**src/rtl/pattern_count_engine.sv**
```systemverilog
// Bit-pattern search accelerator: reads a pattern word and a byte string from data
// memory, counts within-byte, byte-hit and stream-wide matches, then writes the three counts back.
module pattern_count_engine #(
    parameter int DATA_W    = 8,
    parameter int PAT_W     = 5,
    parameter int NUM_BYTES = 32,
    parameter int ADDR_W    = 8,
    parameter int PAT_ADDR  = 32,
    parameter int RES_ADDR  = 33,
    parameter int CNT_W     = 8
) (
    input  logic              clk,
    input  logic              reset_n,
    input  logic              start,
    output logic              ack,
    output logic [ADDR_W-1:0] mem_addr,
    input  logic [DATA_W-1:0] mem_rd_data,
    output logic              mem_wr_en,
    output logic [DATA_W-1:0] mem_wr_data
);

    localparam logic [2:0] IDLE   = 3'd0;
    localparam logic [2:0] RD_PAT = 3'd1;
    localparam logic [2:0] SCAN   = 3'd2;
    localparam logic [2:0] DRAIN  = 3'd3;
    localparam logic [2:0] WR_CTB = 3'd4;
    localparam logic [2:0] WR_CTO = 3'd5;
    localparam logic [2:0] WR_CTS = 3'd6;
    localparam logic [2:0] DONE   = 3'd7;

    localparam int IDX_W = $clog2(NUM_BYTES + 1);
    localparam int EW    = $clog2(2 * DATA_W + 1);
    localparam int SUM_W = ((CNT_W > EW) ? CNT_W : EW) + 1;

    localparam logic [CNT_W-1:0] CNT_MAX  = {CNT_W{1'b1}};
    localparam logic [EW-1:0]    ONE_E    = {{(EW-1){1'b0}}, 1'b1};
    localparam logic [EW-1:0]    ZERO_E   = {EW{1'b0}};
    localparam logic [IDX_W-1:0] ONE_I    = {{(IDX_W-1){1'b0}}, 1'b1};
    localparam logic [IDX_W-1:0] LAST_IDX = IDX_W'(NUM_BYTES - 1);

    function automatic logic [EW-1:0] within_count(input logic [DATA_W-1:0] b,
                                                   input logic [PAT_W-1:0]  p);
        logic [EW-1:0] n;
        n = ZERO_E;
        for (int k = 0; k <= DATA_W - PAT_W; k++) begin
            if (b[k +: PAT_W] == p) n = n + ONE_E;
        end
        return n;
    endfunction

    // Windows of {prev, cur} that start in cur and end in prev; none exist when PAT_W is 1.
    function automatic logic [EW-1:0] boundary_count(input logic [DATA_W-1:0] prev,
                                                     input logic [DATA_W-1:0] cur,
                                                     input logic [PAT_W-1:0]  p);
        logic [2*DATA_W-1:0] w;
        logic [EW-1:0]       n;
        w = {prev, cur};
        n = ZERO_E;
        for (int k = DATA_W - PAT_W + 1; k < DATA_W; k++) begin
            if (w[k +: PAT_W] == p) n = n + ONE_E;
        end
        return n;
    endfunction

    function automatic logic [CNT_W-1:0] sat_add(input logic [CNT_W-1:0] a,
                                                 input logic [EW-1:0]    b);
        logic [SUM_W-1:0] s;
        s = SUM_W'(a) + SUM_W'(b);
        if (s > SUM_W'(CNT_MAX)) return CNT_MAX;
        else                     return s[CNT_W-1:0];
    endfunction

    logic [2:0]        state_q, state_d;
    logic [IDX_W-1:0]  idx_q, idx_d;
    logic [PAT_W-1:0]  pat_q, pat_d;
    logic [DATA_W-1:0] prev_q, prev_d;
    logic              prev_vld_q, prev_vld_d;
    logic [CNT_W-1:0]  ctb_q, ctb_d, cto_q, cto_d, cts_q, cts_d;
    logic              start_prev_q;
    logic              ack_q, ack_d;
    logic [ADDR_W-1:0] addr_q, addr_d;
    logic              wr_en_q, wr_en_d;
    logic [DATA_W-1:0] wr_data_q, wr_data_d;
    logic              start_rise_s, eval_s;
    logic [EW-1:0]     win_s, bnd_s;

    assign start_rise_s = start & ~start_prev_q;
    assign win_s        = within_count(mem_rd_data, pat_q);
    assign bnd_s        = boundary_count(prev_q, mem_rd_data, pat_q);
    assign eval_s       = ((state_q == SCAN) && (idx_q != {IDX_W{1'b0}})) || (state_q == DRAIN);

    // Next-state, counter accumulation and registered-output computation.
    always_comb begin
        state_d    = state_q;
        idx_d      = idx_q;
        pat_d      = pat_q;
        prev_d     = prev_q;
        prev_vld_d = prev_vld_q;
        ctb_d      = ctb_q;
        cto_d      = cto_q;
        cts_d      = cts_q;
        ack_d      = 1'b0;
        addr_d     = {ADDR_W{1'b0}};
        wr_en_d    = 1'b0;
        wr_data_d  = {DATA_W{1'b0}};

        if (eval_s) begin
            ctb_d      = sat_add(ctb_q, win_s);
            cto_d      = sat_add(cto_q, (win_s != ZERO_E) ? ONE_E : ZERO_E);
            cts_d      = sat_add(cts_q, win_s + (prev_vld_q ? bnd_s : ZERO_E));
            prev_d     = mem_rd_data;
            prev_vld_d = 1'b1;
        end else begin
            prev_d     = prev_q;
            prev_vld_d = prev_vld_q;
        end

        case (state_q)
            IDLE, DONE: begin
                if (start_rise_s) begin
                    state_d    = RD_PAT;
                    addr_d     = ADDR_W'(PAT_ADDR);
                    ctb_d      = {CNT_W{1'b0}};
                    cto_d      = {CNT_W{1'b0}};
                    cts_d      = {CNT_W{1'b0}};
                    prev_d     = {DATA_W{1'b0}};
                    prev_vld_d = 1'b0;
                end else begin
                    ack_d = (state_q == DONE);
                end
            end
            RD_PAT: begin
                state_d = SCAN;
                idx_d   = {IDX_W{1'b0}};
            end
            SCAN: begin
                if (idx_q == {IDX_W{1'b0}}) pat_d = mem_rd_data[DATA_W-1 -: PAT_W];
                else                        pat_d = pat_q;
                if (idx_q == LAST_IDX) begin
                    state_d = DRAIN;
                end else begin
                    idx_d  = idx_q + ONE_I;
                    addr_d = ADDR_W'(idx_q + ONE_I);
                end
            end
            DRAIN: begin
                // The last byte is folded in this cycle, so write its updated count.
                state_d   = WR_CTB;
                addr_d    = ADDR_W'(RES_ADDR);
                wr_en_d   = 1'b1;
                wr_data_d = DATA_W'(ctb_d);
            end
            WR_CTB: begin
                state_d   = WR_CTO;
                addr_d    = ADDR_W'(RES_ADDR + 1);
                wr_en_d   = 1'b1;
                wr_data_d = DATA_W'(cto_q);
            end
            WR_CTO: begin
                state_d   = WR_CTS;
                addr_d    = ADDR_W'(RES_ADDR + 2);
                wr_en_d   = 1'b1;
                wr_data_d = DATA_W'(cts_q);
            end
            WR_CTS: begin
                state_d = DONE;
                ack_d   = 1'b1;
            end
            default: begin
                state_d = IDLE;
            end
        endcase
    end

    // State, counters and registered memory-side outputs.
    always_ff @(posedge clk or negedge reset_n) begin
        if (!reset_n) begin
            state_q      <= IDLE;
            idx_q        <= {IDX_W{1'b0}};
            pat_q        <= {PAT_W{1'b0}};
            prev_q       <= {DATA_W{1'b0}};
            prev_vld_q   <= 1'b0;
            ctb_q        <= {CNT_W{1'b0}};
            cto_q        <= {CNT_W{1'b0}};
            cts_q        <= {CNT_W{1'b0}};
            start_prev_q <= 1'b0;
            ack_q        <= 1'b0;
            addr_q       <= {ADDR_W{1'b0}};
            wr_en_q      <= 1'b0;
            wr_data_q    <= {DATA_W{1'b0}};
        end else begin
            state_q      <= state_d;
            idx_q        <= idx_d;
            pat_q        <= pat_d;
            prev_q       <= prev_d;
            prev_vld_q   <= prev_vld_d;
            ctb_q        <= ctb_d;
            cto_q        <= cto_d;
            cts_q        <= cts_d;
            start_prev_q <= start;
            ack_q        <= ack_d;
            addr_q       <= addr_d;
            wr_en_q      <= wr_en_d;
            wr_data_q    <= wr_data_d;
        end
    end

    assign ack         = ack_q;
    assign mem_addr    = addr_q;
    assign mem_wr_en   = wr_en_q;
    assign mem_wr_data = wr_data_q;

endmodule
```
**config.mk**
```make
export PLATFORM = sky130hd
export DESIGN_NAME = pattern_count_engine
export DESIGN_NICKNAME = d
export VERILOG_FILES = /design/src/rtl/pattern_count_engine.sv
export SDC_FILE = /design/constraint.sdc
export NUM_CORES = 1
export LEC_CHECK = 0
export CAP_MARGIN = 20
export CORE_MARGIN = 2
export CORE_UTILIZATION = 50
export DETAILED_ROUTE_END_ITERATION = 8
export PLACE_DENSITY_LB_ADDON = 0.15
export SLEW_MARGIN = 10
export SYNTH_ARGS = -nofsm -noshare
export SYNTH_HDL_FRONTEND = slang
export SYNTH_SLANG_ARGS = --single-unit
```
**constraint.sdc**
```tcl
create_clock -name clk -period 13.3 [get_ports clk]
set_clock_uncertainty 0.2 [all_clocks]
set_input_delay 2.66 -clock clk [delete_from_list [all_inputs] [get_ports clk]]
set_output_delay 2.66 -clock clk [all_outputs]
set_load 0.005 [all_outputs]
```
==> report_table.html, run 1 <==
<table>
<tr><th>Metric</th><th>Value</th></tr>
<tr><th colspan="2">Final layout</th></tr>
<tr><td>Number of filler cells placed in the layout</td><td>738</td></tr>
<tr><td>Fraction of final layout cells sized beyond drive strength 1</td><td>6.34%</td></tr>
<tr><td>Leading cell type in the layout, fill and taps excluded</td><td>dfrtp_1</td></tr>
<tr><td>Post-layout instance count excluding filler cells</td><td>594</td></tr>
<tr><td>NumNets Final</td><td>523</td></tr>
<tr><td>Commonest non-fill, non-tap cells in the layout</td><td>dfrtp_1, nor2_1, nand2_1</td></tr>
<tr><td>Layout overhead on the synthesized area</td><td>11.3%</td></tr>
<tr><td>Inserted Diodes</td><td>0</td></tr>
<tr><th colspan="2">Floorplanning</th></tr>
<tr><td>Horiz. Die Dim</td><td>95.9 µm</td></tr>
<tr><td>Core region area</td><td>0.00822 mm²</td></tr>
<tr><td>Standard-cell rows</td><td>33</td></tr>
<tr><td>Die Footprint</td><td>0.00920 mm²</td></tr>
<tr><td>Initial Util</td><td>51.4%</td></tr>
<tr><td>Ports placed on the boundary</td><td>29</td></tr>
<tr><td>Die outline height</td><td>95.9 µm</td></tr>
<tr><th colspan="2">Power</th></tr>
<tr><td>Cell leakage power</td><td>2.07 nW</td></tr>
<tr><td>Largest vdd supply drop</td><td>0.000133 V</td></tr>
<tr><td>Power per Cell Area</td><td>200 mW/mm²</td></tr>
<tr><td>Power, Total</td><td>0.942 mW</td></tr>
<tr><th colspan="2">Synthesis</th></tr>
<tr><td>Post-synthesis cell type count</td><td>61</td></tr>
<tr><td>Asr flop ratio synth</td><td>100%</td></tr>
<tr><td>Count of flip-flops with a built-in enable after synthesis</td><td>0</td></tr>
<tr><td>Cells after Synth</td><td>465</td></tr>
<tr><td>Top-area cell type share of the netlist area</td><td>36.1%</td></tr>
<tr><td>Total of warnings raised by yosys</td><td>0</td></tr>
<tr><td>Seq cells post-synth</td><td>61</td></tr>
<tr><td>Cell area after synthesis</td><td>0.00422 mm²</td></tr>
<tr><td>Synth area leader</td><td>dfrtp_1</td></tr>
<tr><td>Ranking of synthesized cells by area</td><td>dfrtp_1, ha_1, xnor2_1, xor2_1, a21oi_1</td></tr>
<tr><td>Top flip-flop cell by instance count after synthesis</td><td>dfrtp_1</td></tr>
<tr><td>Average instance area after synthesis</td><td>9.08 µm²</td></tr>
<tr><td>Fraction of the yosys area taken by sequential cells</td><td>36.1%</td></tr>
<tr><th colspan="2">GRT</th></tr>
<tr><td>Number of antenna violations at the first check in global routing</td><td>0</td></tr>
<tr><td>Pin count of the biggest net entering global routing</td><td>62</td></tr>
<tr><td>Global-route wire length before repair</td><td>15700 µm</td></tr>
<tr><td>GRT Util Overall</td><td>22.4%</td></tr>
<tr><td>Vias in the first global route</td><td>3282</td></tr>
<tr><td>Total gr overflow</td><td>0</td></tr>
<tr><th colspan="2">Route</th></tr>
<tr><td>Initial drt markers</td><td>176</td></tr>
<tr><td>Antenna viol nets, final</td><td>0</td></tr>
<tr><td>Total vias in the final route</td><td>3415</td></tr>
<tr><td>Per-cell routed wire length</td><td>15.5 µm</td></tr>
<tr><td>Total Wirelength</td><td>9190 µm</td></tr>
<tr><td>Vias/cell</td><td>5.75</td></tr>
<tr><td>Initial DRT Pass Iterations</td><td>4</td></tr>
<tr><td>Remaining DRCs</td><td>0</td></tr>
<tr><th colspan="2">Timing</th></tr>
<tr><td>Slew at the pin closest to its max-slew limit</td><td>0.922 ns</td></tr>
<tr><td>Hold_ws</td><td>0.307 ns</td></tr>
<tr><td>Unrepaired setup endpoints after global routing</td><td>false</td></tr>
<tr><td>Final Max Slew Viols</td><td>0</td></tr>
<tr><td>Period utilisation layout</td><td>58.5%</td></tr>
<tr><td>Max transition margin</td><td>38.5%</td></tr>
<tr><td>Sum of negative setup slack</td><td>0 ns</td></tr>
<tr><td>Time the worst path needs with I/O delays and setup</td><td>7.78 ns</td></tr>
<tr><td>Hold violation count in the final report</td><td>0</td></tr>
<tr><td>Final Setup Violations</td><td>0</td></tr>
<tr><td>Max frequency</td><td>128 MHz</td></tr>
<tr><th colspan="2">Placed design</th></tr>
<tr><td>Routability congestion estimate</td><td>0.867</td></tr>
<tr><td>Port Buffers</td><td>27</td></tr>
<tr><td>Count of placed standard cells including taps</td><td>578</td></tr>
<tr><td>Placed wire-length estimate</td><td>6600 µm</td></tr>
<tr><th colspan="2">Critical path</th></tr>
<tr><td>Cell with the biggest individual delay on the critical path</td><td>clkdlybuf4s50_1</td></tr>
<tr><td>Data required, critical path</td><td>13.29 ns</td></tr>
<tr><td>Worst flop-to-flop path endpoint</td><td>cts_q[1]</td></tr>
<tr><td>Endpoint arrival time on the critical path</td><td>7.78 ns</td></tr>
<tr><td>Worst Path Class, Setup</td><td>in -&gt; reg</td></tr>
<tr><td>Highest fanout seen on the critical path</td><td>7</td></tr>
<tr><td>Crit path top cell by count</td><td>ha_1</td></tr>
<tr><td>Number of cells on the worst reg-to-reg path</td><td>20</td></tr>
<tr><td>Number of logic stages on the critical path including buffering</td><td>21</td></tr>
<tr><td>FF-to-FF Start</td><td>pat_q[3]</td></tr>
<tr><td>Largest stage delay on the critical path</td><td>0.68 ns</td></tr>
<tr><td>Worst setup path endpoint</td><td>cts_q[1]</td></tr>
<tr><td>Number of buffers and inverters on the critical path</td><td>2</td></tr>
<tr><td>Endpoint kind of the worst setup timing path</td><td>flip-flop</td></tr>
<tr><td>Critical path startpoint</td><td>mem_rd_data[3]</td></tr>
<tr><td>List of cells traversed by the critical path</td><td>clkdlybuf4s50_1, xor2_1, nor2_1, and4_1, ha_1, or4_4, nand2_1, ha_1, and3_1, a31oi_1, inv_1, ha_1, a21o_1, a21oi_1, xnor2_1, ha_1, a21oi_1, a21boi_0, or2_2, a21oi_1, a221oi_1</td></tr>
<tr><td>R2r setup slk</td><td>7.81 ns</td></tr>
<tr><td>Startpoint Class</td><td>primary input</td></tr>
<tr><td>Top cell family by delay on the critical path</td><td>compound AO/OA/AOI/OAI gates</td></tr>
<tr><th colspan="2">Clock network</th></tr>
<tr><td>Clock H-tree levels</td><td>3</td></tr>
<tr><td>Clock sink count</td><td>61</td></tr>
<tr><td>Maximum buffer depth of the clock tree</td><td>2</td></tr>
<tr><td>Root buffer cell</td><td>clkbuf_8</td></tr>
<tr><td>Clock Pin Slew Worst Setup and Hold Paths</td><td>0.07 ns</td></tr>
<tr><td>CTS tree</td><td>done</td></tr>
<tr><td>CTS buffer count</td><td>9</td></tr>
<tr><td>Post_cts resized</td><td>0</td></tr>
<tr><td>Insertion delay to the later sink of the worst-skew pair</td><td>0.34 ns</td></tr>
<tr><td>Hold-fix buffers, CTS</td><td>0</td></tr>
<tr><td>Setup repair bufs after CTS</td><td>0</td></tr>
<tr><th colspan="2">Job</th></tr>
<tr><td>Count of maximum capacitance violations</td><td>0</td></tr>
<tr><th colspan="2">Status</th></tr>
<tr><td>Run status</td><td>completed</td></tr>
<tr><th colspan="2">Worst hold path</th></tr>
<tr><td>Class of the tightest hold or removal check</td><td>reg -&gt; reg</td></tr>
</table>
-- state kept, by name, indices dropped and copies added, names as in the netlist --
signal        count
mem_addr          7
prev_q            4
mem_wr_en         1
cto_q             8
ctb_q             8
idx_q             6
pat_q             5
start_prev_q      1
mem_wr_data       8
cts_q             8
prev_vld_q        1
ack               1
state_q           3
-- report_power, final --
group	switching [mW]	total [mW]	internal (mW)
combinational	0.236	0.440	0.204
sequential	0.0933	0.337	0.243
clock	0.0742	0.165	0.0912
-- cells by family (layout without fill, tap and decap cells) --
family,Yosys count,in the layout,share of synthesized area (%)
and+or+nand+nor,158,158,20.0
AOI/OAI and AO/OA,102,102,15.2
DFF,61,61,36.1
xor gates and xnor gates,50,50,10.4
buffers and inverters,50,71,5.69
adders and majority gates,28,28,8.83
muxes,15,15,3.70
other,1,4,0.0888
-- metrics by stage --
step	area, µm²	utilization (%)	worst slack [ns]
after floorplan	4240	-	6.03
after global placement	4510	54.9	5.31
after detailed placement	4510	54.9	5.14
after CTS	4700	57.2	5.51
after global routing	4700	57.2	5.09
final	4700	57.2	5.52
-- cells in the mapped netlist, types with 8 or more instances --
cell / instances
o22ai_1: 10
a21oi_1: 29
xor2_1: 23
nand3_1: 13
nand2b_1: 12
buf_2: 8
mux2i_1: 10
nor2_1: 34
nand2_1: 30
ha_1: 25
xnor2_1: 27
clkbuf_1: 11
inv_1: 23
dfrtp_1: 61
o21ai_0: 20
nor3_1: 16
-- routing by layer --
metal | global-route usage, % | wire, µm
met1 | 31.2 | 4370
met5 | 0 | 0
met2 | 34.4 | 4290
met4 | 7.38 | 119
met3 | 5.17 | 416
-- area by class of cell --
class                      instances  area (µm²)  area share, %
inverter                          25        93.8           2.00
clock inverter                     4        47.5           1.01
tap                              105         131           2.79
sequential                        61        1530           32.5
clock buffer                      12         145           3.09
timing repair buffer              30         288           6.12
multi-input combinational        357        2470           52.5
-- worst min-delay path by stage --
stage / start / to / slack, ns / cells after the start
after detailed placement: idx_q[5] / idx_q[5] / 0.30 / 1
after global placement: idx_q[5] / idx_q[5] / 0.29 / 1
after floorplan: idx_q[5] / idx_q[5] / 0.26 / 1
after CTS: idx_q[5] / idx_q[5] / 0.31 / 1
final: idx_q[5] / idx_q[5] / 0.31 / 1
after global routing: cto_q[7] / cto_q[7] / 0.35 / 1
(Power assumes the default switching activity.)
==> inputs of run 2 (changes only) <==
clock period = 6.92 ns   (was 13.3 ns; I/O delays follow)
==> run 2 against run 1 <==
Against the previous run:
- setup slack worse by 4.9 ns
- global-route usage is 0.23 points higher
- largest power group unchanged
- largest cell class unchanged
- register-to-register slack worse by 6.2 ns
- utilization is 0.15 points lower
- combinational power is 96% higher
- hold slack better by 0.011 ns
- cell count stayed put
- non-clock buffer count is 2 higher
- clock power is 69% higher
- sequential share of layout area is 0.087 points higher
- via count is 0.61% lower
- first-iteration DRC count is 10% lower
- critical endpoint unchanged
==> report_table.html, run 2 (synthesized netlist as in run 1, its figures left out) <==
<table>
<tr><th>Metric</th><th>Value</th></tr>
<tr><th colspan="2">Clock network</th></tr>
<tr><td>Clock sink count</td><td>61 (unchanged)</td></tr>
<tr><td>CTS tree</td><td>done (unchanged)</td></tr>
<tr><td>Clock H-tree levels</td><td>3 (unchanged)</td></tr>
<tr><td>Hold-fix buffers, CTS</td><td>0 (unchanged)</td></tr>
<tr><td>Post_cts resized</td><td>0 (unchanged)</td></tr>
<tr><td>Insertion delay to the later sink of the worst-skew pair</td><td>0.35 ns (was 0.34 ns)</td></tr>
<tr><td>Root buffer cell</td><td>clkbuf_8 (unchanged)</td></tr>
<tr><td>Maximum buffer depth of the clock tree</td><td>2 (unchanged)</td></tr>
<tr><td>Setup repair bufs after CTS</td><td>0 (unchanged)</td></tr>
<tr><td>Clock Pin Slew Worst Setup and Hold Paths</td><td>0.07 ns (about the same)</td></tr>
<tr><td>CTS buffer count</td><td>9 (unchanged)</td></tr>
<tr><th colspan="2">Critical path</th></tr>
<tr><td>Highest fanout seen on the critical path</td><td>5 (was 7)</td></tr>
<tr><td>Startpoint Class</td><td>primary input (unchanged)</td></tr>
<tr><td>Number of cells on the worst reg-to-reg path</td><td>20 (unchanged)</td></tr>
<tr><td>Data required, critical path</td><td>6.93 ns (was 13.29 ns)</td></tr>
<tr><td>Endpoint arrival time on the critical path</td><td>6.29 ns (was 7.78 ns)</td></tr>
<tr><td>R2r setup slk</td><td>1.58 ns (was 7.81 ns)</td></tr>
<tr><td>Worst Path Class, Setup</td><td>in -&gt; reg (unchanged)</td></tr>
<tr><td>FF-to-FF Start</td><td>pat_q[0] (was pat_q[3])</td></tr>
<tr><td>Endpoint kind of the worst setup timing path</td><td>flip-flop (unchanged)</td></tr>
<tr><td>Worst flop-to-flop path endpoint</td><td>cts_q[1] (unchanged)</td></tr>
<tr><th colspan="2">Route</th></tr>
<tr><td>Per-cell routed wire length</td><td>15.9 µm (was 15.5 µm)</td></tr>
<tr><td>Vias/cell</td><td>5.71 (was 5.75)</td></tr>
<tr><td>Initial drt markers</td><td>158 (was 176)</td></tr>
<tr><td>Antenna viol nets, final</td><td>0 (unchanged)</td></tr>
<tr><td>Initial DRT Pass Iterations</td><td>5 (was 4)</td></tr>
<tr><td>Total Wirelength</td><td>9470 µm (was 9190 µm)</td></tr>
<tr><td>Total vias in the final route</td><td>3394 (was 3415)</td></tr>
<tr><td>Remaining DRCs</td><td>0 (unchanged)</td></tr>
<tr><th colspan="2">GRT</th></tr>
<tr><td>GRT Util Overall</td><td>22.6% (was 22.4%)</td></tr>
<tr><td>Number of antenna violations at the first check in global routing</td><td>0 (unchanged)</td></tr>
<tr><td>Vias in the first global route</td><td>3408 (was 3282)</td></tr>
<tr><td>Total gr overflow</td><td>0 (unchanged)</td></tr>
<tr><td>Pin count of the biggest net entering global routing</td><td>62 (unchanged)</td></tr>
<tr><td>Global-route wire length before repair</td><td>16000 µm (was 15700 µm)</td></tr>
<tr><th colspan="2">Floorplanning</th></tr>
<tr><td>Die outline height</td><td>95.9 µm (unchanged)</td></tr>
<tr><td>Standard-cell rows</td><td>33 (unchanged)</td></tr>
<tr><td>Die Footprint</td><td>0.00920 mm² (unchanged)</td></tr>
<tr><td>Horiz. Die Dim</td><td>95.9 µm (unchanged)</td></tr>
<tr><td>Initial Util</td><td>51.4% (unchanged)</td></tr>
<tr><td>Core region area</td><td>0.00822 mm² (unchanged)</td></tr>
<tr><td>Ports placed on the boundary</td><td>29 (unchanged)</td></tr>
<tr><th colspan="2">Placed design</th></tr>
<tr><td>Routability congestion estimate</td><td>0.893 (was 0.867)</td></tr>
<tr><td>Port Buffers</td><td>27 (unchanged)</td></tr>
<tr><td>Worst Setup Slack post-DPL</td><td>0.321 ns (was 5.14 ns)</td></tr>
<tr><td>Placed wire-length estimate</td><td>6890 µm (was 6600 µm)</td></tr>
<tr><th colspan="2">Timing</th></tr>
<tr><td>Max frequency</td><td>159 MHz</td></tr>
<tr><td>Post-route worst setup slack</td><td>0.634 ns (was 5.52 ns)</td></tr>
<tr><td>Max transition margin</td><td>35.2% (was 38.5%)</td></tr>
<tr><td>Hold_ws</td><td>0.318 ns (was 0.307 ns)</td></tr>
<tr><td>Sum of negative setup slack</td><td>0 ns (unchanged)</td></tr>
<tr><td>Final Setup Violations</td><td>0 (unchanged)</td></tr>
<tr><td>Slew at the pin closest to its max-slew limit</td><td>0.972 ns (was 0.922 ns)</td></tr>
<tr><td>Final Max Slew Viols</td><td>0 (unchanged)</td></tr>
<tr><td>Unrepaired setup endpoints after global routing</td><td>false (unchanged)</td></tr>
<tr><td>Hold violation count in the final report</td><td>0 (unchanged)</td></tr>
<tr><td>Period utilisation layout</td><td>90.8%</td></tr>
<tr><td>Time the worst path needs with I/O delays and setup</td><td>6.29 ns</td></tr>
<tr><th colspan="2">Final layout</th></tr>
<tr><td>NumNets Final</td><td>525 (was 523)</td></tr>
<tr><td>Fraction of final layout cells sized beyond drive strength 1</td><td>6.54% (was 6.34%)</td></tr>
<tr><td>Inserted Diodes</td><td>0 (unchanged)</td></tr>
<tr><td>Commonest non-fill, non-tap cells in the layout</td><td>dfrtp_1, nor2_1, nand2_1 (unchanged)</td></tr>
<tr><td>Leading cell type in the layout, fill and taps excluded</td><td>dfrtp_1 (unchanged)</td></tr>
<tr><td>Layout overhead on the synthesized area</td><td>11.0% (was 11.3%)</td></tr>
<tr><th colspan="2">Power</th></tr>
<tr><td>Largest vdd supply drop</td><td>0.000250 V (was 0.000133 V)</td></tr>
<tr><td>Cell leakage power</td><td>2.07 nW (about the same)</td></tr>
<tr><td>Power per Cell Area</td><td>380 mW/mm² (was 200 mW/mm²)</td></tr>
<tr><td>Power, Total</td><td>1.78 mW (was 0.942 mW)</td></tr>
<tr><th colspan="2">Job</th></tr>
<tr><td>Count of maximum capacitance violations</td><td>0 (unchanged)</td></tr>
<tr><th colspan="2">Worst hold path</th></tr>
<tr><td>Launch point of the worst hold path</td><td>idx_q[5] (unchanged)</td></tr>
<tr><td>Class of the tightest hold or removal check</td><td>reg -&gt; reg (unchanged)</td></tr>
<tr><td>Hold Crit Endpoint</td><td>idx_q[5] (unchanged)</td></tr>
<tr><td>Worst hold path depth</td><td>1 (unchanged)</td></tr>
<tr><th colspan="2">Status</th></tr>
<tr><td>Run status</td><td>completed (unchanged)</td></tr>
</table>
==> run 2: worst max-delay path: stages <==
cell	delay (ns)
clkdlybuf4s50_1	0.62
xor2_1	0.21
nor2_1	0.07
nand4_1	0.11
inv_1	0.06
ha_1	0.31
or4_4	0.56
nand2_1	0.09
ha_1	0.22
and3_1	0.14
a31oi_1	0.17
inv_1	0.09
ha_1	0.29
a21o_1	0.19
a21oi_1	0.19
xnor2_1	0.12
ha_1	0.31
a21oi_1	0.18
a21boi_0	0.17
or2_2	0.32
a21oi_1	0.37
a221oi_1	0.14
==> run 2: worst max-delay path by stage <==
stage / start / to / slack, ns / depth (start not counted)
2_1_floorplan: mem_rd_data[4] / cts_q[1] / 0.93 / 22
3_3_place_gp: mem_rd_data[4] / cts_q[1] / 0.49 / 22
3_5_place_dp: mem_rd_data[2] / cts_q[1] / 0.32 / 22
4_1_cts: mem_rd_data[2] / cts_q[1] / 0.68 / 22
5_1_grt: mem_rd_data[4] / cts_q[1] / 0.27 / 22
6_report: mem_rd_data[2] / cts_q[1] / 0.63 / 22
==> run 2: cell type report <==
| cell class | count | area, µm² |
|---|---|---|
| fillers | 742 | 3530 |
| multi-input cells | 357 | 2470 |
| flip-flops and latches | 61 | 1530 |
| repair buffers | 32 | 303 |
| clock buffers | 12 | 155 |
| well taps | 105 | 131 |
| inverters | 25 | 93.8 |
| clock inverters | 2 | 10.0 |
==> run 2: metal layers <==
layer / track usage [%] / vias to the layer above / part of all wire (%)
met5: 0 / - / 0
met4: 7.38 / 0 / 1.5
met3: 4.93 / 16 / 3.8
met2: 35.6 / 67 / 46
met1: 31.0 / 1634 / 48
li1: - / 1677 / -
==> run 2: metrics by stage <==
step / utilization [%] / instances / area (µm²)
2_1_floorplan: - / 468 / 4240
3_3_place_gp: 55.0 / 580 / 4520
4_1_cts: 57.1 / 594 / 4690
6_report: 57.1 / 594 / 4690
3_5_place_dp: 55.0 / 580 / 4520
5_1_grt: 57.1 / 594 / 4690
==> run 2: report_power, final <==
part / internal, mW / total, mW / switching [mW]
registers: 0.468 / 0.642 / 0.174
clock network: 0.144 / 0.279 / 0.135
logic: 0.394 / 0.862 / 0.467
total: 1.01 / 1.78 / 0.776
